**config.mk**
```make
export PLATFORM = sky130hd
export DESIGN_NAME = bus_request_arbiter_flat
export DESIGN_NICKNAME = d
export VERILOG_FILES = /design/src/rtl/bus_request_arbiter_pkg.sv /design/src/rtl/bus_request_arbiter_if.sv /design/src/rtl/bus_request_arbiter_rr_arbiter.sv /design/src/rtl/bus_request_arbiter.sv /design/src/flat_wrapper.sv
export SDC_FILE = /design/constraint.sdc
export NUM_CORES = 1
export LEC_CHECK = 0
export CAP_MARGIN = 40
export CORE_ASPECT_RATIO = 0.75
export CORE_MARGIN = 2
export CORE_UTILIZATION = 50
export CTS_BUF_LIST = sky130_fd_sc_hd__clkbuf_2
export DETAILED_ROUTE_END_ITERATION = 8
export PLACE_DENSITY = 0.86
export RECOVER_POWER = 25
export SLEW_MARGIN = 20
export SYNTH_ARGS = -nofsm -noshare
export SYNTH_HDL_FRONTEND = slang
export SYNTH_SLANG_ARGS = --single-unit
```
**constraint.sdc**
```tcl
create_clock -name clock -period 3.7 [get_ports clock]
set_input_delay 0.74 -clock clock [delete_from_list [all_inputs] [get_ports clock]]
set_output_delay 0.74 -clock clock [all_outputs]
set_load 0.05 [all_outputs]
```
**src/rtl/bus_request_arbiter_pkg.sv**
```systemverilog
// Shared types and constants for the serial-bus request arbiter slice.
package bus_pkg;

    typedef enum logic [2:0] {
        IDLE,
        ISSUE,
        WAIT_START,
        WAIT_END,
        EVAL,
        RESP
    } state_t;

    localparam logic [1:0] ST_WAIT_TX = 2'd0;
    localparam logic [1:0] ST_WAIT_RX = 2'd1;
    localparam logic [1:0] ST_OK      = 2'd2;
    localparam logic [1:0] ST_CRC     = 2'd3;

    localparam logic [1:0] RSP_OK      = 2'd0;
    localparam logic [1:0] RSP_CRC     = 2'd1;
    localparam logic [1:0] RSP_TIMEOUT = 2'd2;

    // Controller statuses 2 and 3 are the two final outcomes of an attempt.
    function automatic logic is_final(input logic [1:0] status);
        return status[1];
    endfunction

endpackage

```
**src/rtl/bus_request_arbiter_if.sv**
```systemverilog
// Requester-side and controller-side signals of the bus request arbiter.
interface bus_request_arbiter_if #(
    parameter int N_REQ = 4
);
    logic [N_REQ-1:0]   req;
    logic [8*N_REQ-1:0] cmd_in;
    logic [N_REQ-1:0]   grant;
    logic [N_REQ-1:0]   done;
    logic [7:0]         rsp_data;
    logic [7:0]         rsp_crc;
    logic [1:0]         rsp_code;
    logic               busy;
    logic               ctl_enable;
    logic [7:0]         ctl_cmd;
    logic [1:0]         ctl_status;
    logic [7:0]         ctl_data;
    logic [7:0]         ctl_crc;

    modport master (
        input  req, cmd_in, ctl_status, ctl_data, ctl_crc,
        output grant, done, rsp_data, rsp_crc, rsp_code, busy, ctl_enable, ctl_cmd
    );

    modport slave (
        output req, cmd_in, ctl_status, ctl_data, ctl_crc,
        input  grant, done, rsp_data, rsp_crc, rsp_code, busy, ctl_enable, ctl_cmd
    );
endinterface

```
**src/rtl/bus_request_arbiter_rr_arbiter.sv**
```systemverilog
// Combinational round-robin pick: first set request after ptr, wrapping modulo N_REQ.
module rr_arbiter #(
    parameter int N_REQ = 4,
    parameter int IW    = $clog2(N_REQ)
) (
    input  logic [N_REQ-1:0] req,
    input  logic [IW-1:0]    ptr,
    output logic [N_REQ-1:0] winner,
    output logic [IW-1:0]    win_idx,
    output logic             any
);

    // NOTE: every output of a combinational block gets a default first so no latch is inferred.
    always_comb begin
        winner  = '0;
        win_idx = '0;
        any     = 1'b0;
        for (int k = 1; k <= N_REQ; k++) begin
            if (!any && req[(int'(ptr) + k) % N_REQ]) begin
                any                                 = 1'b1;
                winner[(int'(ptr) + k) % N_REQ]     = 1'b1;
                win_idx                             = IW'((int'(ptr) + k) % N_REQ);
            end
        end
    end

endmodule

```
**src/rtl/bus_request_arbiter.sv**
```systemverilog
// Shares one serial-bus controller among N_REQ requesters: round-robin grant,
// one controller transaction per grant with retry on CRC error or timeout.
module bus_request_arbiter
    import bus_pkg::*;
#(
    parameter int N_REQ     = 4,
    parameter int TIMEOUT   = 50000,
    parameter int TW        = 16,
    parameter int MAX_RETRY = 2
) (
    input  logic                  clock,
    input  logic                  reset,
    bus_request_arbiter_if.master bus
);

    localparam int IW = $clog2(N_REQ);
    localparam int RW = $clog2(MAX_RETRY + 2);

    state_t           state_q, state_d;
    logic [IW-1:0]    ptr_q;
    logic [N_REQ-1:0] grant_q;
    logic [7:0]       ctl_cmd_q;
    logic [RW-1:0]    retry_q;
    logic [TW-1:0]    timer_q;
    logic [1:0]       attempt_q;
    logic [7:0]       cap_data_q, cap_crc_q;
    logic [7:0]       rsp_data_q, rsp_crc_q;
    logic [1:0]       rsp_code_q;

    logic [N_REQ-1:0] winner;
    logic [IW-1:0]    win_idx;
    logic             any_req;
    logic             timer_hit;
    logic             can_retry;
    logic             final_seen;

    rr_arbiter #(.N_REQ(N_REQ), .IW(IW)) u_rr (
        .req     (bus.req),
        .ptr     (ptr_q),
        .winner  (winner),
        .win_idx (win_idx),
        .any     (any_req)
    );

    assign timer_hit  = (timer_q + TW'(1)) == TW'(TIMEOUT);
    assign can_retry  = retry_q < RW'(MAX_RETRY);
    assign final_seen = is_final(bus.ctl_status);

    always_comb begin
        state_d        = state_q;
        bus.ctl_enable = 1'b0;
        bus.done       = '0;
        case (state_q)
            IDLE:       if (any_req) state_d = ISSUE;
            ISSUE: begin
                bus.ctl_enable = 1'b1;
                state_d        = WAIT_START;
            end
            // A status change always beats a timer expiry in the same cycle.
            WAIT_START: begin
                if (!final_seen)    state_d = WAIT_END;
                else if (timer_hit) state_d = EVAL;
            end
            WAIT_END:   if (final_seen || timer_hit) state_d = EVAL;
            EVAL: begin
                if (attempt_q != RSP_OK && can_retry) state_d = ISSUE;
                else                                  state_d = RESP;
            end
            RESP: begin
                bus.done = grant_q;
                state_d  = IDLE;
            end
            default:    state_d = IDLE;
        endcase
    end

    // NOTE: sequential state is written with non-blocking assignments only.
    always_ff @(posedge clock or posedge reset) begin
        if (reset) begin
            state_q    <= IDLE;
            ptr_q      <= IW'(N_REQ - 1);
            grant_q    <= '0;
            ctl_cmd_q  <= '0;
            retry_q    <= '0;
            timer_q    <= '0;
            attempt_q  <= RSP_OK;
            cap_data_q <= '0;
            cap_crc_q  <= '0;
            rsp_data_q <= '0;
            rsp_crc_q  <= '0;
            rsp_code_q <= RSP_OK;
        end else begin
            state_q <= state_d;
            case (state_q)
                IDLE: if (any_req) begin
                    ptr_q     <= win_idx;
                    grant_q   <= winner;
                    ctl_cmd_q <= bus.cmd_in[int'(win_idx)*8 +: 8];
                    retry_q   <= '0;
                end
                ISSUE: timer_q <= '0;
                WAIT_START: begin
                    timer_q <= timer_q + TW'(1);
                    if (final_seen && timer_hit) attempt_q <= RSP_TIMEOUT;
                end
                WAIT_END: begin
                    timer_q <= timer_q + TW'(1);
                    if (final_seen) begin
                        cap_data_q <= bus.ctl_data;
                        cap_crc_q  <= bus.ctl_crc;
                        attempt_q  <= (bus.ctl_status == ST_OK) ? RSP_OK : RSP_CRC;
                    end else if (timer_hit) begin
                        attempt_q <= RSP_TIMEOUT;
                    end
                end
                EVAL: begin
                    if (state_d == ISSUE) begin
                        retry_q <= retry_q + RW'(1);
                    end else begin
                        rsp_data_q <= cap_data_q;
                        rsp_crc_q  <= cap_crc_q;
                        rsp_code_q <= attempt_q;
                    end
                end
                RESP: grant_q <= '0;
                default: ;
            endcase
        end
    end

    assign bus.grant    = grant_q;
    assign bus.busy     = |grant_q;
    assign bus.ctl_cmd  = ctl_cmd_q;
    assign bus.rsp_data = rsp_data_q;
    assign bus.rsp_crc  = rsp_crc_q;
    assign bus.rsp_code = rsp_code_q;

endmodule

```
**src/flat_wrapper.sv**
```systemverilog
// flat-port wrapper written by rule: the top's interface ports become plain ports
module bus_request_arbiter_flat import bus_pkg::*;
#(
    parameter int N_REQ     = 4,
    parameter int TIMEOUT   = 50000,
    parameter int TW        = 16,
    parameter int MAX_RETRY = 2
)
  (clock, reset, bus_req, bus_cmd_in, bus_ctl_status, bus_ctl_data, bus_ctl_crc, bus_grant, bus_done, bus_rsp_data, bus_rsp_crc, bus_rsp_code, bus_busy, bus_ctl_enable, bus_ctl_cmd);
  bus_request_arbiter_if #(.N_REQ(N_REQ)) bus_i ();
  input  logic clock;
  input  logic reset;
  input wire logic [$bits(bus_i.req)-1:0] bus_req;
  input wire logic [$bits(bus_i.cmd_in)-1:0] bus_cmd_in;
  input wire logic [$bits(bus_i.ctl_status)-1:0] bus_ctl_status;
  input wire logic [$bits(bus_i.ctl_data)-1:0] bus_ctl_data;
  input wire logic [$bits(bus_i.ctl_crc)-1:0] bus_ctl_crc;
  output wire logic [$bits(bus_i.grant)-1:0] bus_grant;
  output wire logic [$bits(bus_i.done)-1:0] bus_done;
  output wire logic [$bits(bus_i.rsp_data)-1:0] bus_rsp_data;
  output wire logic [$bits(bus_i.rsp_crc)-1:0] bus_rsp_crc;
  output wire logic [$bits(bus_i.rsp_code)-1:0] bus_rsp_code;
  output wire logic [$bits(bus_i.busy)-1:0] bus_busy;
  output wire logic [$bits(bus_i.ctl_enable)-1:0] bus_ctl_enable;
  output wire logic [$bits(bus_i.ctl_cmd)-1:0] bus_ctl_cmd;
  assign bus_i.req = bus_req;
  assign bus_i.cmd_in = bus_cmd_in;
  assign bus_i.ctl_status = bus_ctl_status;
  assign bus_i.ctl_data = bus_ctl_data;
  assign bus_i.ctl_crc = bus_ctl_crc;
  assign bus_grant = bus_i.grant;
  assign bus_done = bus_i.done;
  assign bus_rsp_data = bus_i.rsp_data;
  assign bus_rsp_crc = bus_i.rsp_crc;
  assign bus_rsp_code = bus_i.rsp_code;
  assign bus_busy = bus_i.busy;
  assign bus_ctl_enable = bus_i.ctl_enable;
  assign bus_ctl_cmd = bus_i.ctl_cmd;
  bus_request_arbiter #(.N_REQ(N_REQ), .TIMEOUT(TIMEOUT), .TW(TW), .MAX_RETRY(MAX_RETRY)) u_core (.clock(clock), .reset(reset), .bus(bus_i));
endmodule
```
==> flow_summary.ini <==
[setup_path]
setup.worst_path.class = reg -> out
critical_path_at_ns = 2.72
cp-start-kind = flip-flop
worst_ep_required_time_ns = 2.96
critPathCaptureType = output port
r2r-start = u_core.ptr_q[0]$_DFFE_PP1P_
worstSetupStartpoint = u_core.state_q[0]$_DFF_PP0_
path_max_fanout = 7

[pwr]
power.density_nw_per_um2 = 740
report.power.total_mw = 3.74
p_leak_nw = 2.15
worst_ir_drop_vdd_uv = 428

[yosys]
syn_area_per_cell_um2 = 10.8
postSynthRegisterBits = 71
ys_seq_area_share_pct = 44.7
cell_area_after_technology_mapping_um2 = 3980
post_synth_inst_count = 368
commonest_register_cell_after_synthesis = sky130_fd_sc_hd__dfrtp_1
yosysWarningCount = 0
netlist-cell-type-count = 57
synth_async_reset_ratio_pct = 100
synth_fp_nets = 433
synth_enable_flop_cells = 0

[placed_design]
detailed_place.area_um2 = 4930
gp_congestion = 0.882
port-buffer-count = 91
dp.final_hpwl_um = 6540

[clock_network]
clk_path_buf_depth = 2
number_of_clock_sinks = 71
holdBufCountCts = 0
clock_latency_ns = 0.53
tritoncts = done
cts_max_level = 3
post_cts_resized = 0
buffers_inserted_during_post_cts_setup_optimization = 0
clkSlewWorstSetupHoldPaths_ns = 0.22
cts_root_buffer = sky130_fd_sc_hd__clkbuf_2
cts_inserted_buffers = 9

[timing]
setup-violations-final = 0
final_hold_viol_count = 0
finalWorstPathRequiredPeriod_ns = 3.46
fmax_mhz = 289
fin_tns_setup_ns = 0
final.setup_skew_ns = 0.0274
fin_max_slew_vios = 0
worstMarginPinSlew_ns = 1.12
rsz0062_at_grt = false
fin_crit_sh_pct = 93.5
worst_slew_margin_relative_to_its_limit_pct = 25.1

[drt]
drt.antenna.violating_nets = 0
routed_vias_inst = 5.86
wl_per_cell_um = 16.0
routed_wire_length_um = 8990
drt_first_pass_iters = 5
drt_iter0_markers = 212
via_count = 3298
drt_drc_violations_left = 0

[layout]
mostFrequentLayoutCells = 90 x sky130_fd_sc_hd__clkdlybuf4s50_1, 69 x sky130_fd_sc_hd__dfrtp_1, 36 x sky130_fd_sc_hd__mux2_2
fraction_of_final_layout_cells_with_drive_strength_greater_than_1_pct = 17.0
post-route-cell-area_um2 = 5050
most_common_library_cell_in_the_layout_ignoring_fill_and_taps = sky130_fd_sc_hd__clkdlybuf4s50_1
layout-area-overhead-vs-synth_pct = 26.7
antennaDiodeCount = 0
nets = 518

[global_routing]
grt_pass1_vias = 3159
globalRouteTotalUtil_pct = 22.0
grt_start_max_net_pins = 30
grt_overflow = 0
initial_antenna_violation_count = 0
grt_pass1_wl_um = 15000

[die]
core_area_um2 = 7810
die_area_um2 = 8710
initial_core_utilization_pct = 51.0
fp-row-count = 28
dieWidth_um = 107
chipHeight_um = 81.3
num_io_pins = 92

[run_status]
run_status = finished clean

[hold_path]
holdCritPathClass = reg -> reg
worst_min_path_start = u_core.cap_data_q[1]$_DFFE_PP0P_

[run]
drv.max_cap_violation_count = 0
-- metrics by stage --
stage | hold WS (ns) | setup slack [ns] | std cells | util [%]
after floorplan | 0.475 | 0.883 | 368 | -
after global placement | 0.472 | 0.409 | 545 | 62.9
after detailed placement | 0.475 | 0.274 | 546 | 63.1
after CTS | 0.519 | 0.263 | 562 | 64.6
after global routing | 0.551 | 0.0574 | 563 | 64.6
final | 0.519 | 0.240 | 563 | 64.6
-- cell type report --
type                    instances  area, µm²
fillers                       582       2760
multi-input cells             264       2020
flip-flops and latches         71       1780
repair buffers                 98        967
well taps                     105        131
clock inverters                 6       68.8
clock buffers                  10       50.0
inverters                       9       33.8
-- kinds of logic (layout without fill, tap and decap cells) --
logic type	Yosys count	in the layout	share of synthesized area, %
AND/OR/NAND/NOR	111	111	14.9
AO/OA/AOI/OAI	84	84	15.2
flip-flops	71	71	44.7
multiplexers	57	57	16.9
buffers and inverters	33	123	4.77
adder cells (fa/ha/maj)	9	9	2.83
XOR/XNOR	3	3	0.660
-- registers in the layout (all words and copies together), names as in the netlist, 3 cells and up --
| signal | flops |
|---|---|
| u_core.bus.ctl_cmd | 8 |
| u_core.bus.grant | 4 |
| u_core.bus.rsp_crc | 8 |
| u_core.bus.rsp_data | 8 |
| u_core.cap_crc_q | 8 |
| u_core.cap_data_q | 8 |
| u_core.state_q | 3 |
| u_core.timer_q | 16 |
-- Yosys cell counts (all sizes together) (4+ instances only) --
library cell	instances	area, µm²
and2	5	31.3
nand3	17	97.6
clkbuf	12	45.0
mux2	36	405
nor2	20	75.1
or2	4	25.0
o221ai	11	146
ha	9	113
o31ai	4	30.0
nor4	5	46.3
inv	9	33.8
nand4	6	37.5
nor2b	6	37.5
a21oi	9	45.0
mux4	4	97.6
o21ai	33	165
a22oi	4	30.0
a221oi	5	43.8
nand2	28	108
mux2i	17	170
buf	12	111
dfrtp	69	1730
and3	4	25.0
nor3b	4	30.0
-- worst max-delay path: stages, from the launching register on --
cell,delay [ns]
sky130_fd_sc_hd__dfrtp_1,0.51
sky130_fd_sc_hd__inv_1,0.16
sky130_fd_sc_hd__nor3b_1,0.52
sky130_fd_sc_hd__and2_1,0.20
sky130_fd_sc_hd__clkdlybuf4s50_1,0.80
-- per-layer routing --
| layer | vias up | track usage (%) | part of all wire (%) |
|---|---|---|---|
| met5 | - | 0 | 0 |
| met4 | 0 | 5.71 | 1.6 |
| met3 | 17 | 8.59 | 9.0 |
| met2 | 158 | 35.7 | 47 |
| met1 | 1584 | 27.7 | 43 |
| li1 | 1539 | - | - |
-- final timing paths --
path	end	slack, ns	cells past startpoint
max	bus_done[0]	0.24	4
min	u_core.bus.rsp_data[1]$_DFFE_PP0P_	0.52	1
max reg2reg	u_core.bus.ctl_cmd[2]$_DFFE_PP0P_	0.48	8
min reg2reg	u_core.bus.rsp_data[1]$_DFFE_PP0P_	0.52	1
max in group asynchronous	u_core.bus.rsp_data[7]$_DFFE_PP0P_	1.25	3
min in group asynchronous	u_core.state_q[0]$_DFF_PP0_	0.91	2
-- power breakdown --
group          leakage (nW)  switching (mW)  total, mW  internal [mW]
registers             0.918           0.214       1.23           1.02
logic                  1.16            1.19       2.05          0.854
clock network        0.0729           0.294      0.458          0.164
total                  2.15            1.70       3.74           2.04
(Power assumes the default switching activity.)
